`src/rtl/entry_loader.sv`:
```
// entry_loader: collects K (index, value) entries into one packed frame for a
// downstream selector array.
//
// Ports
//   clk, rst       rising-edge clock, asynchronous active-high reset
//   start          begins a new frame (taken in IDLE only)
//   in_valid/ready entry handshake; in_ready is high only while loading
//   in_value       value of the next entry
//   out_valid      frame complete and stable (HOLD)
//   out_ack        downstream consumed the frame (taken in HOLD only)
//   packed_inputs  K entries; entry i = {i, value} at [(i+1)*W-1 -: W]
//   count          entries accepted in the current frame
//   dup_err        two or more entries of the current frame share a value

// One frame slot. It is cleared when a frame starts and written once
// while the frame loads.
module entry_slot #(
    parameter int W = 7
) (
    input  logic         clk,
    input  logic         rst,
    input  logic         clr,
    input  logic         we,
    input  logic [W-1:0] din,
    output logic [W-1:0] dout
);
    always_ff @(posedge clk or posedge rst) begin
        if (rst)
            dout <= '0;
        else if (clr)
            dout <= '0;
        else if (we)
            dout <= din;
    end
endmodule

module entry_loader #(
    parameter int SIZE = 16,
    parameter int K    = 8
) (
    input  logic                                         clk,
    input  logic                                         rst,
    input  logic                                         start,
    input  logic                                         in_valid,
    input  logic [$clog2(SIZE)-1:0]                      in_value,
    output logic                                         in_ready,
    output logic                                         out_valid,
    input  logic                                         out_ack,
    output logic [($clog2(K)+$clog2(SIZE))*K-1:0]        packed_inputs,
    output logic [$clog2(K):0]                           count,
    output logic                                         dup_err
);
    localparam int VW = $clog2(SIZE);
    localparam int IW = $clog2(K);
    localparam int W  = IW + VW;
    localparam int CW = IW + 1;

    typedef enum logic [1:0] {IDLE, LOAD, HOLD} state_t;

    state_t          state;
    logic [SIZE-1:0] seen;   // values already present in this frame

    // in_ready is a registered decode of LOAD, so acc never depends
    // combinationally on anything but in_valid.
    logic acc, clr, last;
    assign acc  = in_valid & in_ready;
    assign clr  = (state == IDLE) & start;
    assign last = (count == CW'(K - 1));

    // Slot index is the low bits of count: slot count gets {count, value}.
    genvar i;
    generate
        for (i = 0; i < K; i++) begin : g_slot
            entry_slot #(.W(W)) u_slot (
                .clk  (clk),
                .rst  (rst),
                .clr  (clr),
                .we   (acc && (count[IW-1:0] == IW'(i))),
                .din  ({count[IW-1:0], in_value}),
                .dout (packed_inputs[(i+1)*W-1 -: W])
            );
        end
    endgenerate

    always_ff @(posedge clk or posedge rst) begin
        if (rst) begin
            state     <= IDLE;
            in_ready  <= 1'b0;
            out_valid <= 1'b0;
            count     <= '0;
            dup_err   <= 1'b0;
            seen      <= '0;
        end else begin
            case (state)
                IDLE: begin
                    // Last frame stays visible until the next start clears it.
                    if (start) begin
                        state    <= LOAD;
                        in_ready <= 1'b1;
                        count    <= '0;
                        dup_err  <= 1'b0;
                        seen     <= '0;
                    end
                end
                LOAD: begin
                    if (acc) begin
                        seen[in_value] <= 1'b1;
                        count          <= count + CW'(1);
                        if (seen[in_value])
                            dup_err <= 1'b1;
                        if (last) begin
                            state     <= HOLD;
                            in_ready  <= 1'b0;
                            out_valid <= 1'b1;
                        end
                    end
                end
                HOLD: begin
                    if (out_ack) begin
                        state     <= IDLE;
                        out_valid <= 1'b0;
                    end
                end
                default: begin
                    state     <= IDLE;
                    in_ready  <= 1'b0;
                    out_valid <= 1'b0;
                end
            endcase
        end
    end
endmodule
```
`config.mk`:
```
export PLATFORM = sky130hd
export DESIGN_NAME = entry_loader
export DESIGN_NICKNAME = d
export VERILOG_FILES = /design/src/rtl/entry_loader.sv
export SDC_FILE = /design/constraint.sdc
export NUM_CORES = 1
export LEC_CHECK = 0
export CORE_MARGIN = 10
export CORE_UTILIZATION = 35
export CTS_CLUSTER_SIZE = 10
export DETAILED_ROUTE_END_ITERATION = 8
export GPL_TIMING_DRIVEN = 0
export MAX_ROUTING_LAYER = met4
export SETUP_SLACK_MARGIN = 0.3
export SYNTH_ARGS = -nofsm -noshare
export SYNTH_HDL_FRONTEND = slang
export SYNTH_SLANG_ARGS = --single-unit
```
`constraint.sdc`:
```
create_clock -name clk -period 3.92 [get_ports clk]
set_clock_uncertainty 0.2 [all_clocks]
set_input_delay 0.784 -clock clk [delete_from_list [all_inputs] [get_ports clk]]
set_output_delay 0.784 -clock clk [all_outputs]
set_load 0.03 [all_outputs]
```
==> results of run 1 <==
## worst reg2reg max path, stage by stage (launching register included)
cell and delay [ns]:
dfrtp_1 0.44, clkbuf_1 0.31, inv_1 0.23, ha_1 0.17, clkbuf_1 0.33, and3_1 0.23
clkbuf_1 0.26, nand2_1 0.09, a21oi_1 0.15
## layer usage
layer / part of all wire, % / routed length, µm / global-route usage (%) / vias to the layer above
li1: - / - / - / 1436
met4: 0.76 / 76 / 2.61 / 0
met2: 48 / 4840 / 21.4 / 94
met5: 0 / 0 / - / -
met1: 43 / 4330 / 18.2 / 1466
met3: 7.9 / 796 / 4.56 / 6
## flip-flops by register name, indices dropped and copies added (netlist names)
name and cells:
g_slot.u_slot.dout 56, seen 16, count 4, state 2, dup_err 1, in_ready 1, out_valid 1
## synth_stat cells (2+ instances only)
cell type,instances
inv_1,9
and3b_1,2
nand2_1,78
dfrtp_1,81
a31oi_1,7
nor2_1,27
ha_1,6
a211oi_2,3
o21ai_0,5
nand3_1,35
a21oi_1,60
buf_2,7
nor2b_1,3
and3_1,7
buf_6,3
nor3_1,2
mux2_2,2
mux4_2,3
clkbuf_1,20
and2_1,2
a211o_1,2
## area by class of cell
cell class / instances / area share, %
multi-input cells: 255 / 29.5
clock inverters: 5 / 1.70
repair buffers: 72 / 15.6
plain buffers: 31 / 3.16
well taps: 133 / 3.53
flip-flops and latches: 81 / 43.0
clock buffers: 11 / 2.78
inverters: 9 / 0.769
## stage by stage
stage / TNS, ns / cell area (µm²) / hold WS [ns]
after floorplan: 0 / 3600 / 0.255
after global placement: -38.98 / 4480 / 0.274
after detailed placement: 0 / 4510 / 0.280
after CTS: 0 / 4720 / 0.299
after global routing: 0 / 4720 / 0.311
final: 0 / 4720 / 0.299
## cell usage in the layout (no fill, tap or decap), types with 2 or more instances in the layout
| cell | instances |
|---|---|
| nand2_1 | 78 |
| mux4_2 | 3 |
| a211o_1 | 2 |
| nor3_1 | 2 |
| a21oi_1 | 60 |
| nor2b_1 | 3 |
| clkdlybuf4s50_1 | 71 |
| a211oi_2 | 3 |
| nand3_1 | 35 |
| clkinvlp_4 | 2 |
| buf_2 | 7 |
| dfrtp_1 | 81 |
| o21ai_0 | 5 |
| buf_6 | 3 |
| ha_1 | 6 |
| clkbuf_1 | 22 |
| mux2_2 | 2 |
| bufinv_16 | 2 |
| a31oi_1 | 7 |
| clkbuf_8 | 9 |
| and3b_1 | 2 |
| and2_1 | 2 |
| nor2_1 | 27 |
| inv_1 | 8 |
| and3_1 | 7 |
## final timing paths
kind,from,endpoint,slack (ns),depth (start not counted)
min in group asynchronous,rst,g_slot[0].u_slot.dout[5],0.52,2
max in group asynchronous,rst,g_slot[4].u_slot.dout[1],2.41,3
worst min register to register,dup_err,dup_err,0.30,1
worst min-delay path,dup_err,dup_err,0.30,1
worst max-delay path,start,seen[14],1.06,4
worst max register to register,count[1],g_slot[5].u_slot.dout[1],1.43,8
## logic make-up after synthesis
family	count (synthesis)	share of synthesized area (%)
simple gates	160	19.8
compound gates	82	13.7
fa+ha+maj	6	2.09
xor+xnor	1	0.243
mux	6	2.78
flops	81	56.3
buf+inv	40	5.07
## where the power goes
| group | switching [µW] | internal, µW |
|---|---|---|
| combinational | 1160 | 748 |
| clock | 298 | 358 |
| sequential | 222 | 1180 |
| total | 1680 | 2280 |
==> flow_summary.json, run 1 <==
{
  "status": "complete, no violations",
  "cp-start-kind": "input port",
  "crit_path_top_delay_cell": "nor3b_1",
  "finalNonFillerCells": 597,
  "root_buffer": "clkbuf_8",
  "insertion_delay_ns": 0.35,
  "first_pass_iters": 4,
  "antenna_found_initial": 0,
  "syn_area_per_cell_um2": 9.57,
  "grt_pass1_wl_um": 16200,
  "nets": 474,
  "ant_nets": 0,
  "max_freq_mhz": 350,
  "die_x_um": 121,
  "dpl.cell_count": 581,
  "ir_worst_vdd_uv": 317,
  "cp_num_buf_inv": 2,
  "n_fill_cell": 971,
  "max-clock-path-buffers": 2,
  "start_util_pct": 36.3,
  "pre_cts_ws_ns": 0.753,
  "ioPinCount": 72,
  "synth.top_cell.area_share_pct": 56.3,
  "grt_pass1_vias": 3025,
  "avgRoutedWirePerCell_um": 16.8,
  "cts_tree": "yes",
  "crit_chain": "clkdlybuf4s50_1 -> nor3b_1 -> clkbuf_1 -> nor2_1",
  "syn_area_um2": 3600,
  "async_flop_share_pct": 100,
  "gp_congestion": 0.838,
  "core_area_um2": 9910,
  "slew_headroom_pct": 25.2,
  "port_buffers": 71,
  "path_class": "input port to flip-flop",
  "finalSetupViolations": 0,
  "worstSetupEndpointType": "flip-flop",
  "drt_iter0_markers": 231,
  "cpLargestDelayFamily": "buffers and inverters",
  "tightest_slew_ns": 1.12,
  "ys.flop_type": "dfrtp_1",
  "critical_path.max_fanout": 10,
  "cts_made_buffers": 9,
  "yosysSeqAreaShare_pct": 56.3,
  "synth-seq-cells": 81,
  "p_per_area_nw_per_um2": 839,
  "hold_path.class": "flip-flop to flip-flop",
  "gr-usage-all-layers_pct": 14.1,
  "slew_viol_final": 0,
  "cts_max_level": 3,
  "drive_gt1_share_pct": 8.41,
  "area_delta_synth_final_pct": 31.1,
  "rows": 36,
  "rsz0062_at_grt": "no",
  "finalHoldViolations": 0,
  "synth_top_area_cell": "dfrtp_1",
  "ys_warn_count": 0,
  "finalCritPeriodShare_pct": 72.9,
  "clock_sinks": 81,
  "clk_pin_slew_worst_paths_ns": 0.08,
  "min_period_ns": 2.86,
  "ys_types": 33,
  "postLayoutCoreUtil_pct": 47.6,
  "post_cts_buffers": 0,
  "synth_area_leaders": "dfrtp_1 (56%), a21oi_1 (8.3%), nand2_1 (8.1%)",
  "cp.required_ns": 3.94,
  "synth_fp_nets": 391,
  "slowest_delay_ns": 0.92,
  "register_area_um2": 2030,
  "wl_um": 10000,
  "cap_violations": 0,
  "die_height_um": 121,
  "multiInputGateArea_um2": 1390,
  "p_leak_uw": 0.00203,
  "dieArea_um2": 14700,
  "post-dp-hpwl_um": 7190,
  "finalPower_uw": 3960,
  "crit_arrival_ns": 2.88,
  "cts_hold_buf": 0,
  "setup_slack_ns": 1.06,
  "via_count": 3002,
  "drcViolationCount": 0,
  "synth-edff-count": 0,
  "grt_max_degree": 63,
  "vias_per_cell": 5.03,
  "n_antenna_cell": 0,
  "cts_resized": 0,
  "synth_cells": 376,
  "grt-ovfl-total": 0
}
Power figures use the tool's default switching activity.
==> run 2: changes to the inputs <==
clock period = 2.8 ns   (was 3.92 ns; I/O delays follow)
==> run 2 against run 1 <==
Register-to-register slack worse by 0.85 ns. Core utilization grew 0.10 points. Cell area increased by 0.21%. Sequential share of layout area is 0.091 points lower. Non-clock buffer count did not move. First-iteration DRC count decreased by 21%. Total power increased by 41%. Wire length is 2.1% higher. Critical endpoint is now count[0].
==> flow_summary.json, run 2 (synthesis results as in run 1) <==
{
  "status": "complete, no violations",
  "cts_tree": "yes",
  "final_common_cell": "dfrtp_1",
  "r2r_setup_slack_ns": 0.58,
  "root_buffer": "clkbuf_8",
  "gp_congestion": 0.846,
  "reg_top3": "g_slot.u_slot.dout (56), seen (16), count (4)",
  "register_area_um2": 2030,
  "multiInputGateArea_um2": 1400,
  "r2r-end": "g_slot[4].u_slot.dout[5]",
  "drive_gt1_share_pct": 9.48,
  "min_period_ns": 2.30,
  "cts_hold_buf": 0,
  "die_height_um": 121,
  "finalNonFillerCells": 597,
  "cpLargestDelayFamily": "buffers and inverters",
  "hp-start": "dup_err",
  "power_frac_seq_pct": 34.9,
  "slew_viol_final": 0,
  "crit_arrival_ns": 1.54,
  "p_clk_share_pct": 17.1,
  "via_count": 3048,
  "nets": 474,
  "dieArea_um2": 14700,
  "cp-start-kind": "flip-flop",
  "clk_pin_slew_worst_paths_ns": 0.08,
  "grt-ovfl-total": 0,
  "clock_sinks": 81,
  "drcViolationCount": 0,
  "port_buffers": 71,
  "rsz0062_at_grt": "no",
  "switching_share_pct": 42.8,
  "finalHoldViolations": 0,
  "cap_violations": 0,
  "wl_met2_um": 4750,
  "slew_headroom_pct": 42.1,
  "critical_path.max_fanout": 5,
  "top_layer_used": "met4",
  "hold_depth": 1,
  "max-clock-path-buffers": 2,
  "tightest_slew_ns": 0.866,
  "routed-wl-met3_um": 680,
  "grt_max_degree": 43,
  "rr_worst_depth": 8,
  "drt-met1-wl_um": 4690,
  "max_freq_mhz": 434,
  "crit_chain": "clkdlybuf4s50_1",
  "dpl.cell_count": 581,
  "vias_per_cell": 5.11,
  "largest_reg_flops": 56,
  "post_cts_buffers": 0,
  "finalSetupViolations": 0,
  "fin_setup_tns_ns": 0,
  "p_leak_uw": 0.00203,
  "gr-usage-all-layers_pct": 14.5,
  "start_util_pct": 36.3,
  "internal-power_uw": 3210,
  "area_delta_synth_final_pct": 31.4,
  "switchingPower_uw": 2390,
  "cp.required_ns": 2.04,
  "regMostFlops": "g_slot.u_slot.dout",
  "post-dp-hpwl_um": 7200,
  "ioPinCount": 72,
  "final_cell_mix": "dfrtp_1 (81), nand2_1 (78), clkdlybuf4s50_1 (71)",
  "hold_path.class": "flip-flop to flip-flop",
  "crit_start": "count[0]",
  "path_class": "flip-flop to primary output",
  "finalCritPeriodShare_pct": 82.2,
  "p_per_area_nw_per_um2": 1180,
  "insertion_delay_ns": 0.35,
  "ir_worst_vdd_uv": 498,
  "core_area_um2": 9910,
  "die_x_um": 121,
  "r2r-start": "count[1]",
  "avgRoutedWirePerCell_um": 17.2,
  "slowest_delay_ns": 0.76,
  "ant_nets": 0,
  "cts_made_buffers": 9,
  "crit_path_top_delay_cell": "clkdlybuf4s50_1",
  "cts_resized": 2,
  "antenna_found_initial": 0,
  "finalPower_uw": 5600,
  "wl_um": 10300,
  "rows": 36,
  "n_fill_cell": 947,
  "first_pass_iters": 5,
  "grt_pass1_wl_um": 16500,
  "power_frac_comb_pct": 48.0,
  "drt_iter0_markers": 183,
  "n_antenna_cell": 0,
  "worstSetupEndpointType": "primary output",
  "cts_max_level": 3,
  "grt_pass1_vias": 3077,
  "cp_num_buf_inv": 1,
  "holdPathEnd": "dup_err"
}
[run 2: area by class of cell]
cell class                 instances  area share [%]
clock inverter                     6            1.93
clock buffer                      10            2.70
timing repair buffer              72            15.5
sequential                        81            42.9
multi-input combinational        255            29.5
tap                              133            3.52
inverter                           9           0.794
buffer                            31            3.23
[run 2: metal layers]
layer / track usage (%) / up-vias
met5: - / -
met4: 4.77 / 0
met3: 3.54 / 14
met2: 21.6 / 87
met1: 18.9 / 1504
li1: - / 1443
[run 2: worst max-delay path by stage]
stage | slack, ns | end | cells after the start
finish | 0.50 | count[0] | 1
global route | 0.36 | g_slot[0].u_slot.dout[2] | 6
CTS | 0.32 | g_slot[5].u_slot.dout[3] | 8
detailed placement | -0.14 | seen[12] | 4
global placement | -0.11 | g_slot[6].u_slot.dout[6] | 4
floorplan | 0.70 | g_slot[5].u_slot.dout[3] | 8
[run 2: per-stage QoR]
step / area (µm²) / worst slack (ns) / utilization [%] / hold WS [ns]
final: 4730 / 0.497 / 47.7 / 0.294
after global routing: 4730 / 0.358 / 47.7 / 0.326
after CTS: 4730 / 0.316 / 47.7 / 0.300
after detailed placement: 4500 / -0.140 / 45.4 / 0.281
after global placement: 4480 / -0.107 / 45.2 / 0.275
after floorplan: 3600 / 0.698 / - / 0.255
[run 2: power by group through the flow]
| stage | Clock, µW | Sequential, µW | Combinational, µW |
|---|---|---|---|
| 2_1_floorplan | 0 | 2630 | 920 |
| 3_3_place_gp | 0 | 1960 | 2660 |
| 3_5_place_dp | 0 | 1970 | 2710 |
| 4_1_cts | 976 | 1960 | 2720 |
| 5_1_grt | 1010 | 2020 | 2920 |
| 6_report | 959 | 1950 | 2690 |
[run 2: worst register-to-register path, delay by kind of cell (launching register included)]
family | cells | cell delay [ns]
buffers and inverters | 4 | 0.91
DFF | 1 | 0.43
and+or+nand+nor | 2 | 0.28
adders and majority gates | 1 | 0.17
AOI/OAI and AO/OA | 1 | 0.14
